===== src/rtl/mpi_pkt_pkg.sv =====
// Eager-message packet layout shared by the send packetizer and receive CAM.
// Field offsets, message type codes, request entry type and packet builder.
package mpi_pkt_pkg;

  localparam int PKT_W          = 128;
  localparam int PKT_TYPE_HI    = 127;
  localparam int PKT_TYPE_LO    = 120;
  localparam int PKT_RSVD_HI    = 119;
  localparam int PKT_RSVD_LO    = 112;
  localparam int PKT_DST_HI     = 111;
  localparam int PKT_DST_LO     = 104;
  localparam int PKT_PATTERN_HI = 103;
  localparam int PKT_PATTERN_LO = 88;
  localparam int PKT_PAYLOAD_HI = 87;
  localparam int PKT_PAYLOAD_LO = 56;
  localparam int PKT_SEQ_HI     = 55;
  localparam int PKT_SEQ_LO     = 40;

  localparam logic [7:0] MSG_EAGER = 8'h01;

  typedef struct packed {
    logic [7:0]  dst;
    logic [7:0]  src;
    logic [7:0]  tag;
    logic [31:0] payload;
  } req_entry_t;

  localparam int REQ_ENTRY_W = $bits(req_entry_t);

  typedef enum logic {
    S_IDLE,
    S_SEND
  } send_state_e;

  // Match pattern {src, tag} lands in [103:88] for the receive CAM.
  function automatic logic [PKT_W-1:0] build_pkt(
    input req_entry_t e,
    input logic [15:0] seq
  );
    logic [PKT_W-1:0] p;
    p = '0;
    p[PKT_TYPE_HI:PKT_TYPE_LO]       = MSG_EAGER;
    p[PKT_DST_HI:PKT_DST_LO]         = e.dst;
    p[PKT_PATTERN_HI:PKT_PATTERN_LO] = {e.src, e.tag};
    p[PKT_PAYLOAD_HI:PKT_PAYLOAD_LO] = e.payload;
    p[PKT_SEQ_HI:PKT_SEQ_LO]         = seq;
    return p;
  endfunction

endpackage


===== src/rtl/send_fifo.sv =====
// Synchronous request FIFO with registered occupancy count, async reset.
// Ports: push_i/wdata_i write, pop_i/rdata_o read head, full_o, empty_o.
module send_fifo #(
  parameter int DW = 56,
  parameter int AW = 3
) (
  input  logic          clk,
  input  logic          rst,
  input  logic          push_i,
  input  logic [DW-1:0] wdata_i,
  input  logic          pop_i,
  output logic [DW-1:0] rdata_o,
  output logic          full_o,
  output logic          empty_o
);

  localparam logic [AW:0] DEPTH = {1'b1, {AW{1'b0}}};

  logic [DW-1:0] mem_q [DEPTH];
  logic [AW-1:0] wr_ptr_q;
  logic [AW-1:0] rd_ptr_q;
  logic [AW:0]   count_q;
  logic [AW:0]   count_d;
  logic          do_push;
  logic          do_pop;

  assign full_o  = (count_q == DEPTH);
  assign empty_o = (count_q == '0);
  assign do_push = push_i && !full_o;
  assign do_pop  = pop_i && !empty_o;
  assign rdata_o = mem_q[rd_ptr_q];

  always_comb begin
    count_d = count_q;
    unique case ({do_push, do_pop})
      2'b10:   count_d = count_q + 1'b1;
      2'b01:   count_d = count_q - 1'b1;
      default: count_d = count_q;
    endcase
  end

  always_ff @(posedge clk) begin
    if (do_push) mem_q[wr_ptr_q] <= wdata_i;
  end

  // Pointers are AW bits wide, so they wrap modulo depth by themselves.
  always_ff @(posedge clk or posedge rst) begin
    if (rst) begin
      wr_ptr_q <= '0;
      rd_ptr_q <= '0;
      count_q  <= '0;
    end else begin
      if (do_push) wr_ptr_q <= wr_ptr_q + 1'b1;
      if (do_pop)  rd_ptr_q <= rd_ptr_q + 1'b1;
      count_q <= count_d;
    end
  end

endmodule


===== src/rtl/mpi_send_packetizer.sv =====
// MPI eager-send packetizer: buffers send requests, emits 128-bit packets.
// Ports: req_* request side, tx_* network side, Q_empty, sent_count.
// Optional MPI_SEND_SEQ_EN: adds 16-bit sequence stamp in [55:40].
module mpi_send_packetizer
  import mpi_pkt_pkg::*;
#(
  parameter int packetizer_width = 128,
  parameter int RANK_BIT         = 8,
  parameter int TAG_BIT          = 8,
  parameter int FIFO_ADDR_WIDTH  = 3
) (
  input  logic                        clk,
  input  logic                        rst,
  input  logic [RANK_BIT-1:0]         my_rank,
  input  logic                        req_valid,
  output logic                        req_ready,
  input  logic [RANK_BIT-1:0]         req_dst_rank,
  input  logic [TAG_BIT-1:0]          req_tag,
  input  logic [31:0]                 req_payload,
  output logic                        tx_valid,
  input  logic                        tx_ready,
  output logic [packetizer_width-1:0] tx_message,
  output logic                        Q_empty,
  output logic [31:0]                 sent_count
);

  send_state_e                 state_q;
  logic                        tx_valid_q;
  logic [packetizer_width-1:0] tx_msg_q;
  logic [31:0]                 sent_q;

  req_entry_t wr_entry;
  req_entry_t head;
  logic       fifo_full;
  logic       fifo_empty;
  logic       push;
  logic       pop;
  logic [15:0] seq_cur;

  always_comb begin
    wr_entry         = '0;
    wr_entry.dst     = req_dst_rank;
    wr_entry.src     = my_rank;
    wr_entry.tag     = req_tag;
    wr_entry.payload = req_payload;
  end

  // Ready is purely "not full": a same-cycle pop never frees room.
  assign req_ready = !fifo_full;
  assign push      = req_valid && req_ready;

  // IDLE loads whenever data exists; SEND reloads only on acceptance.
  assign pop = !fifo_empty &&
               ((state_q == S_IDLE) || tx_ready);

  send_fifo #(
    .DW (REQ_ENTRY_W),
    .AW (FIFO_ADDR_WIDTH)
  ) u_fifo (
    .clk     (clk),
    .rst     (rst),
    .push_i  (push),
    .wdata_i (wr_entry),
    .pop_i   (pop),
    .rdata_o (head),
    .full_o  (fifo_full),
    .empty_o (fifo_empty)
  );

`ifdef MPI_SEND_SEQ_EN
  logic [15:0] seq_q;
  logic [15:0] seq_d;

  assign seq_d   = pop ? seq_q + 16'd1 : seq_q;
  assign seq_cur = seq_q;

  always_ff @(posedge clk or posedge rst) begin
    if (rst) seq_q <= '0;
    else     seq_q <= seq_d;
  end
`else
  assign seq_cur = 16'h0000;
`endif

  always_ff @(posedge clk or posedge rst) begin
    if (rst) begin
      state_q    <= S_IDLE;
      tx_valid_q <= 1'b0;
      tx_msg_q   <= '0;
      sent_q     <= '0;
    end else begin
      unique case (state_q)
        S_IDLE: begin
          if (!fifo_empty) begin
            tx_msg_q   <= build_pkt(head, seq_cur);
            tx_valid_q <= 1'b1;
            state_q    <= S_SEND;
          end
        end
        S_SEND: begin
          if (tx_ready) begin
            sent_q <= sent_q + 32'd1;
            if (!fifo_empty) begin
              tx_msg_q <= build_pkt(head, seq_cur);
            end else begin
              tx_valid_q <= 1'b0;
              state_q    <= S_IDLE;
            end
          end
        end
        default: begin
          state_q    <= S_IDLE;
          tx_valid_q <= 1'b0;
        end
      endcase
    end
  end

  assign tx_valid   = tx_valid_q;
  assign tx_message = tx_msg_q;
  assign sent_count = sent_q;
  assign Q_empty    = fifo_empty && (state_q == S_IDLE);

endmodule


===== config.mk =====
export PLATFORM = sky130hd
export DESIGN_NAME = mpi_send_packetizer
export DESIGN_NICKNAME = d
export VERILOG_FILES = /design/src/rtl/mpi_pkt_pkg.sv /design/src/rtl/send_fifo.sv /design/src/rtl/mpi_send_packetizer.sv
export SDC_FILE = /design/constraint.sdc
export NUM_CORES = 1
export LEC_CHECK = 0
export CAP_MARGIN = 10
export CORE_ASPECT_RATIO = 0.7
export CORE_MARGIN = 8
export CORE_UTILIZATION = 40
export DETAILED_ROUTE_END_ITERATION = 12
export GPL_TIMING_DRIVEN = 0
export PLACE_DENSITY = 0.64
export SYNTH_ARGS = -nofsm -noshare
export SYNTH_HDL_FRONTEND = slang
export SYNTH_SLANG_ARGS = --single-unit

===== constraint.sdc =====
create_clock -name clk -period 12.2 [get_ports clk]
set_clock_uncertainty 0.15 [all_clocks]
set_input_delay 2.44 -clock clk [delete_from_list [all_inputs] [get_ports clk]]
set_output_delay 2.44 -clock clk [all_outputs]
set_load 0.05 [all_outputs]

==> impl_results.md, run 1 <==
* Die Area at slightly above 60,000 sq um
* Mapped cell area at between 20,000 and 25,000 sq um
* Crit path time final at around 5.4 ns
* CTS tree: built
* CP dominant cell by count: xor2_1
* Worst-path clk slew at 0.06 ns
* Peak VDD IR at around 0.00014 V
* Worst endpoint required time at 12.53 ns
* Vias per Instance at roughly 5
* Drt first-iter violations at 844
* Met3 Usage GRT at 0.0404
* Synthesized flop and latch total at 549
* H-tree Lvls at 2
* DRT Pass-1 Iters at 5
* Clock sinks at around 550
* Combinational share of power at 0.336
* Ports at between 200 and 250
* Met1 usage at 0.207
* Final period util at 0.446
* Syn-to-layout area delta at 23.1%
* WP data arrival at between 5 and 6 ns
* Net Sw Frac at 0.334
* Status: finished clean
* HP Class: reg2reg
* Die Span Y at approximately 210 um
* Max Root-Sink Buffers at 3
* Cell area after layout at roughly 26,000 sq um
* Largest net degree at the start of global routing at just over 80
* Via Count at 10,700
* Leak at roughly 9.4 nW
* R2R cell count at 11
* R2r setup slk at slightly below 9 ns
* CP Max Fanout at 11
* Slowest stage cell, crit path: clkbuf_1
* Initial antenna violation count at 7
* Die X at around 290 um
* Initial Util at 0.402
* Placed wire-length estimate at about 32,000 um
* Seq pwr share at 0.398
* Cells along the critical path: clkdlybuf4s50_1 -> inv_1 -> a21oi_2 -> clkbuf_1 -> ha_1 -> xor2_1 -> ha_1 -> a21oi_1 -> xor2_1 -> nor2_1 -> xor2_1
* Clk root buf: clkbuf_16
* Post-synth top area cell: edfxtp_1
* Most numerous cell in the Yosys netlist: edfxtp_1
* RR Startpoint: u_fifo.count_q[1]$_DFFE_PP0P_
* Cell Int Power at 4.24 mW
* Multi-input logic area at 4910 sq um
* Fmax at around 180 MHz
* Drt wl/cell at between 20 and 25 um
* Sequential cell area at ~16,000 sq um
* Sw Pwr at ~2.1 mW
* Commonest cells post-synth: edfxtp_1, mux4_2, dfrtp_1, buf_4, nor2_1
* Final setup viols at 0
* Cts bufs inserted at between 50 and 60
* Gpl congestion at 0.723
* Vias in the first global route at around 11,000
* Syn. warnings at 0
* CP delay by family, top: buffers and inverters
* Final WL at around 48,000 um
* Most used DFF post-synth: edfxtp_1
* Crit path buffers/inverters at 3
* Synth unique cells at 42
* Min-delay src: sent_count[31]$_DFFE_PP0P_
* Crit Path Class: in2reg
* Actual slew at the worst max-slew pin at ~0.96 ns
* Syn_area_per_cell at 19.6 sq um
* Final Hold Vio Count at 0
* Max Cap Viol at 0
* Gr usage total at 0.156
* # fillers at 4,311
* Max-slew violation count at 0
* RSZ-0062 raised after global routing: false
* First-pass GRT wire length at just over 70,000 um
* Nets at 1,463
* Worst Hold Path EP: sent_count[31]$_DFFE_PP0P_
* Fin Setup TNS at 0 ns
* Placement row count at just over 70
* RR Endpoint: u_fifo.count_q[2]$_DFFE_PP0P_
* Post-synth EDFFs at 448
* Max-slew headroom at 0.363
* Synthesized instance count at between 1,000 and 1,500
* Setup Fix Bufs, Post-CTS at 0
* Startpoint Class: input port
* Global-route track usage on met2 at 0.258
* Crit end category: register
* Hold depth at 1
* Antenna Nets Post-Route at 0
* DP Area at about 25,000 sq um
* Max incr delay on CP at around 0.76 ns
* Share of cells above drive strength 1 at 0.247
* Gr ovfl total at 0
* Largest cells by area after synthesis: edfxtp_1, dfrtp_1, mux4_2, mux2i_1, buf_4
* Sequential element share of the synthesized area at 0.746
* DRC at 0
* Yosys top cell area share at 0.628
* Async S/R FF share, synth at 0.184
* Worst-Skew Late Latency at 0.61 ns
* # port buffers at roughly 150
* Core occupancy in the finished layout at 0.495
* Clock share of power at 0.267
* Core Area at 53,300 sq um
* GRT busiest layer: met2
* Pwr Density at roughly 240 nW/um^2
* Post-cts resize count at 0
* Post-CTS Hold Fix Bufs at 0
==> power by group through the flow <==
stage / clock, mW / sequential [mW] / combinational, mW
after floorplan: 0 / 2.91 / 1.10
final: 1.70 / 2.53 / 2.14
after global routing: 1.80 / 2.56 / 2.27
after global placement: 0 / 2.60 / 2.07
after CTS: 1.74 / 2.53 / 2.18
after detailed placement: 0 / 2.57 / 2.17
==> per-layer routing <==
metal / wire [um] / vias to the layer above
met4: 768 / 6
li1: - / 4773
met5: 41 / -
met3: 3410 / 68
met1: 20600 / 5587
met2: 23400 / 298
==> worst register-to-register path: cells and delay by family, from the launching register on <==
kind | cells | cell delay (ns)
adders and majority gates | 2 | 0.57
buffers and inverters | 2 | 0.96
DFF | 1 | 0.32
xor gates and xnor gates | 3 | 0.41
and+or+nand+nor | 2 | 0.15
AOI/OAI and AO/OA | 2 | 0.85
==> registers in the layout, indices dropped and copies added (netlist names) <==
signal           count
u_fifo.mem_q       448
tx_message          57
u_fifo.rd_ptr_q      3
state_q              1
u_fifo.wr_ptr_q      3
tx_valid             1
u_fifo.count_q       4
sent_count          32
==> kinds of logic after synthesis <==
| logic type | share of synthesized area |
|---|---|
| AO/OA/AOI/OAI | 0.0151 |
| AND/OR/NAND/NOR | 0.0331 |
| multiplexers | 0.146 |
| buffers and inverters | 0.0395 |
| adder cells (fa/ha/maj) | 0.00409 |
| other | 0.000175 |
| XOR/XNOR | 0.0159 |
| flip-flops | 0.746 |
==> worst max path at each step <==
stage | from | end | slack (ns) | cells after the start
2_1_floorplan | req_valid | u_fifo.mem_q[0][0]$_DFFE_PP_ | 4.83 | 3
3_3_place_gp | req_valid | u_fifo.mem_q[1][47]$_DFFE_PP_ | 0.48 | 3
3_5_place_dp | tx_ready | u_fifo.count_q[2]$_DFFE_PP0P_ | 6.14 | 11
4_1_cts | tx_ready | u_fifo.count_q[2]$_DFFE_PP0P_ | 6.81 | 11
5_1_grt | tx_ready | u_fifo.count_q[2]$_DFFE_PP0P_ | 6.65 | 11
6_report | tx_ready | u_fifo.count_q[2]$_DFFE_PP0P_ | 6.76 | 11
==> layout make-up <==
type,count,share of cell area
flip-flops and latches,549,0.606
repair buffers,177,0.0737
clock buffers,68,0.0543
clock inverters,30,0.0142
multi-input cells,491,0.186
well taps,693,0.0329
diodes,4,0.000380
inverters,7,0.00119
plain buffers,117,0.0311
==> through the flow <==
step | instances | total power [mW] | hold slack, ns | setup WS [ns]
2_1_floorplan | 1164 | 4.01 | 0.339 | 4.83
6_report | 2136 | 6.36 | 0.320 | 6.76
5_1_grt | 2132 | 6.64 | 0.340 | 6.65
3_3_place_gp | 2008 | 4.67 | 0.311 | 0.482
4_1_cts | 2132 | 6.45 | 0.324 | 6.81
3_5_place_dp | 2034 | 4.74 | 0.315 | 6.14
==> placed cells by master (no fill, tap or decap), types with 4 or more instances in the layout <==
| cell type | n |
|---|---|
| xnor2_1 | 30 |
| mux2i_1 | 56 |
| nor2_4 | 6 |
| clkbuf_1 | 17 |
| xor2_1 | 9 |
| clkinv_2 | 10 |
| mux2_2 | 4 |
| inv_1 | 6 |
| buf_6 | 22 |
| nand2_1 | 16 |
| ha_1 | 7 |
| dfrtp_1 | 101 |
| buf_12 | 9 |
| a21oi_1 | 58 |
| nand3_1 | 16 |
| buf_2 | 22 |
| and3_1 | 5 |
| nor2_1 | 62 |
| buf_4 | 75 |
| edfxtp_1 | 448 |
| mux4_2 | 112 |
| clkbuf_8 | 5 |
| conb_1 | 71 |
| bufinv_16 | 7 |
| buf_16 | 4 |
| nand4_1 | 7 |
| diode_2 | 4 |
| clkbuf_16 | 53 |
| clkdlybuf4s50_1 | 151 |
No activity file was read; power rests on OpenSTA's default activity.
==> inputs of run 2 (changes only) <==
Settings changed: PLACE_DENSITY 0.64 to 0.66.
Clock period 12.2 ns to 4.7 ns, I/O delays scaled along.
==> impl_results.md, run 2 (synthesis gave the netlist of run 1 again) <==
* DP Area at between 20,000 and 25,000 sq um
* Commonest non-fill, non-tap cell in the layout: edfxtp_1
* Initial Util at 0.402
* Met3 Wirelength at about 3100 um
* Cts bufs inserted at 51
* Drt first-iter violations at 704
* # port buffers at ~150
* Post-CTS Hold Fix Bufs at 0
* Syn-to-layout area delta at 23.0%
* Placement row count at 71
* Core Area at around 53,000 sq um
* Cells along the critical path: clkdlybuf4s50_1 -> inv_1 -> a21oi_2 -> clkbuf_1 -> ha_1 -> xor2_1 -> ha_1 -> a21oi_1 -> xor2_1 -> nor2_1 -> xor2_1
* Biggest register: u_fifo.mem_q
* Overall Power at roughly 16 mW
* WP data arrival at approximately 4.1 ns
* Max Root-Sink Buffers at 3
* Vias per Instance at between 5 and 6
* Nets at roughly 1,500
* RSZ-0062 raised after global routing: false
* Post-Route M1 WL at roughly 21,000 um
* Clock sinks at about 550
* Largest net degree at the start of global routing at 70
* Cell area after layout at ~26,000 sq um
* Vias in the first global route at 11,000
* CP Max Fanout at 11
* Sequential cell area at 16,000 sq um
* Actual slew at the worst max-slew pin at 0.895 ns
* DR WL met2 at roughly 23,000 um
* Final worst setup slack at ~0.91 ns
* Crit path time final at between 3 and 4 ns
* H-tree Lvls at 2
* Crit path buffers/inverters at 3
* Max Used Layer: met5
* Clk root buf: clkbuf_16
* Max-slew headroom at 0.404
* Gpl congestion at ~0.75
* Most frequent cells in the layout: edfxtp_1, clkdlybuf4s50_1, mux4_2
* Placed cells at 2,030
* Final period util at 0.806
* Die Span Y at between 200 and 250 um
* # fillers at ~4,300
* Fin Hold WS at 0.323 ns
* Drt wl/cell at 22.6 um
* Final WL at between 40,000 and 50,000 um
* Worst endpoint required time at 5.01 ns
* HP Class: reg2reg
* Max-slew violation count at 0
* Final Non-Filler Cells at approximately 2,100
* Fmax at about 260 MHz
* Worst-Skew Late Latency at 0.61 ns
* Post-cts resize count at 0
* CTS tree: built
* Ports at roughly 220
* Die Area at just over 60,000 sq um
* Via Count at approximately 11,000
* Pwr Density at 619 nW/um^2
* Crit Path Class: in2reg
* Gr ovfl total at 0
* Crit end category: register
* Slowest stage cell, crit path: clkbuf_1
* Initial antenna violation count at 8
* CP dominant cell by count: xor2_1
* Final Hold Vio Count at 0
* Die X at around 290 um
* DRC at 0
* Max Cap Viol at 0
* DRT Pass-1 Iters at 5
* Max incr delay on CP at about 0.7 ns
* Max reg flops at around 450
* Placed wire-length estimate at between 30,000 and 40,000 um
* Share of cells above drive strength 1 at 0.240
* CP delay by family, top: buffers and inverters
* Worst-path clk slew at ~0.060 ns
* Startpoint Class: input port
* First-pass GRT wire length at ~70,000 um
* Peak VDD IR at slightly above 0.0004 V
* Antenna Nets Post-Route at 0
* Setup Fix Bufs, Post-CTS at 0
* Gr usage total at 0.155
* Core occupancy in the finished layout at 0.494
* Status: finished clean
* Multi-input logic area at just under 5000 sq um
* Leak at just over 9 nW
* Fin Setup TNS at 0 ns
* Setup slack at placement at roughly 0.29 ns
* Final setup viols at 0
==> run 2: cell count changes in the layout (fill, tap and decap cells not counted), sizes merged <==
cell	previous run	this run
bufinv	7	2
inv	11	8
diode	4	2
buf	135	131
clkinvlp	4	2
clkinv	15	13
clkbuf	76	85
==> run 2: routing by layer <==
metal,GRT usage,vias up
met5,0,-
met1,0.207,5609
met2,0.253,273
li1,-,4757
met4,0.0428,12
met3,0.0393,82
==> run 2: worst reg2reg max path, stage by stage, from the launching register on <==
cell      delay, ns
dfrtp_1        0.32
clkbuf_2       0.20
nor4_4         0.08
a21oi_2        0.61
clkbuf_1       0.68
ha_1           0.38
xor2_1         0.10
ha_1           0.18
a21oi_1        0.14
xor2_1         0.16
nor2_1         0.06
xor2_1         0.14
==> run 2: final cells by class <==
class	instances	share of cell area
diodes	2	0.000190
repair buffers	173	0.0766
multi-input cells	491	0.187
well taps	693	0.0329
flip-flops and latches	549	0.607
clock inverters	18	0.00713
plain buffers	117	0.0312
clock buffers	77	0.0572
inverters	7	0.00119
==> run 2: worst paths after layout <==
path,cells after the start,slack (ns),from,end
setup / recovery,11,0.91,tx_ready,u_fifo.count_q[2]$_DFFE_PP0P_
hold / removal,1,0.32,sent_count[31]$_DFFE_PP0P_,sent_count[31]$_DFFE_PP0P_
setup reg to reg,11,1.37,u_fifo.count_q[1]$_DFFE_PP0P_,u_fifo.count_q[2]$_DFFE_PP0P_
hold reg to reg,1,0.32,sent_count[31]$_DFFE_PP0P_,sent_count[31]$_DFFE_PP0P_
max in group asynchronous,3,3.07,rst,u_fifo.wr_ptr_q[2]$_DFFE_PP0P_
min in group asynchronous,2,0.59,rst,tx_message[87]$_DFFE_PP0P_
==> run 2: where the power goes <==
group          switching, mW  total, mW  internal (mW)
logic                   3.29       5.57           2.28
clock network           1.79       4.13           2.34
registers              0.399       6.59           6.19
total                   5.48       16.3           10.8
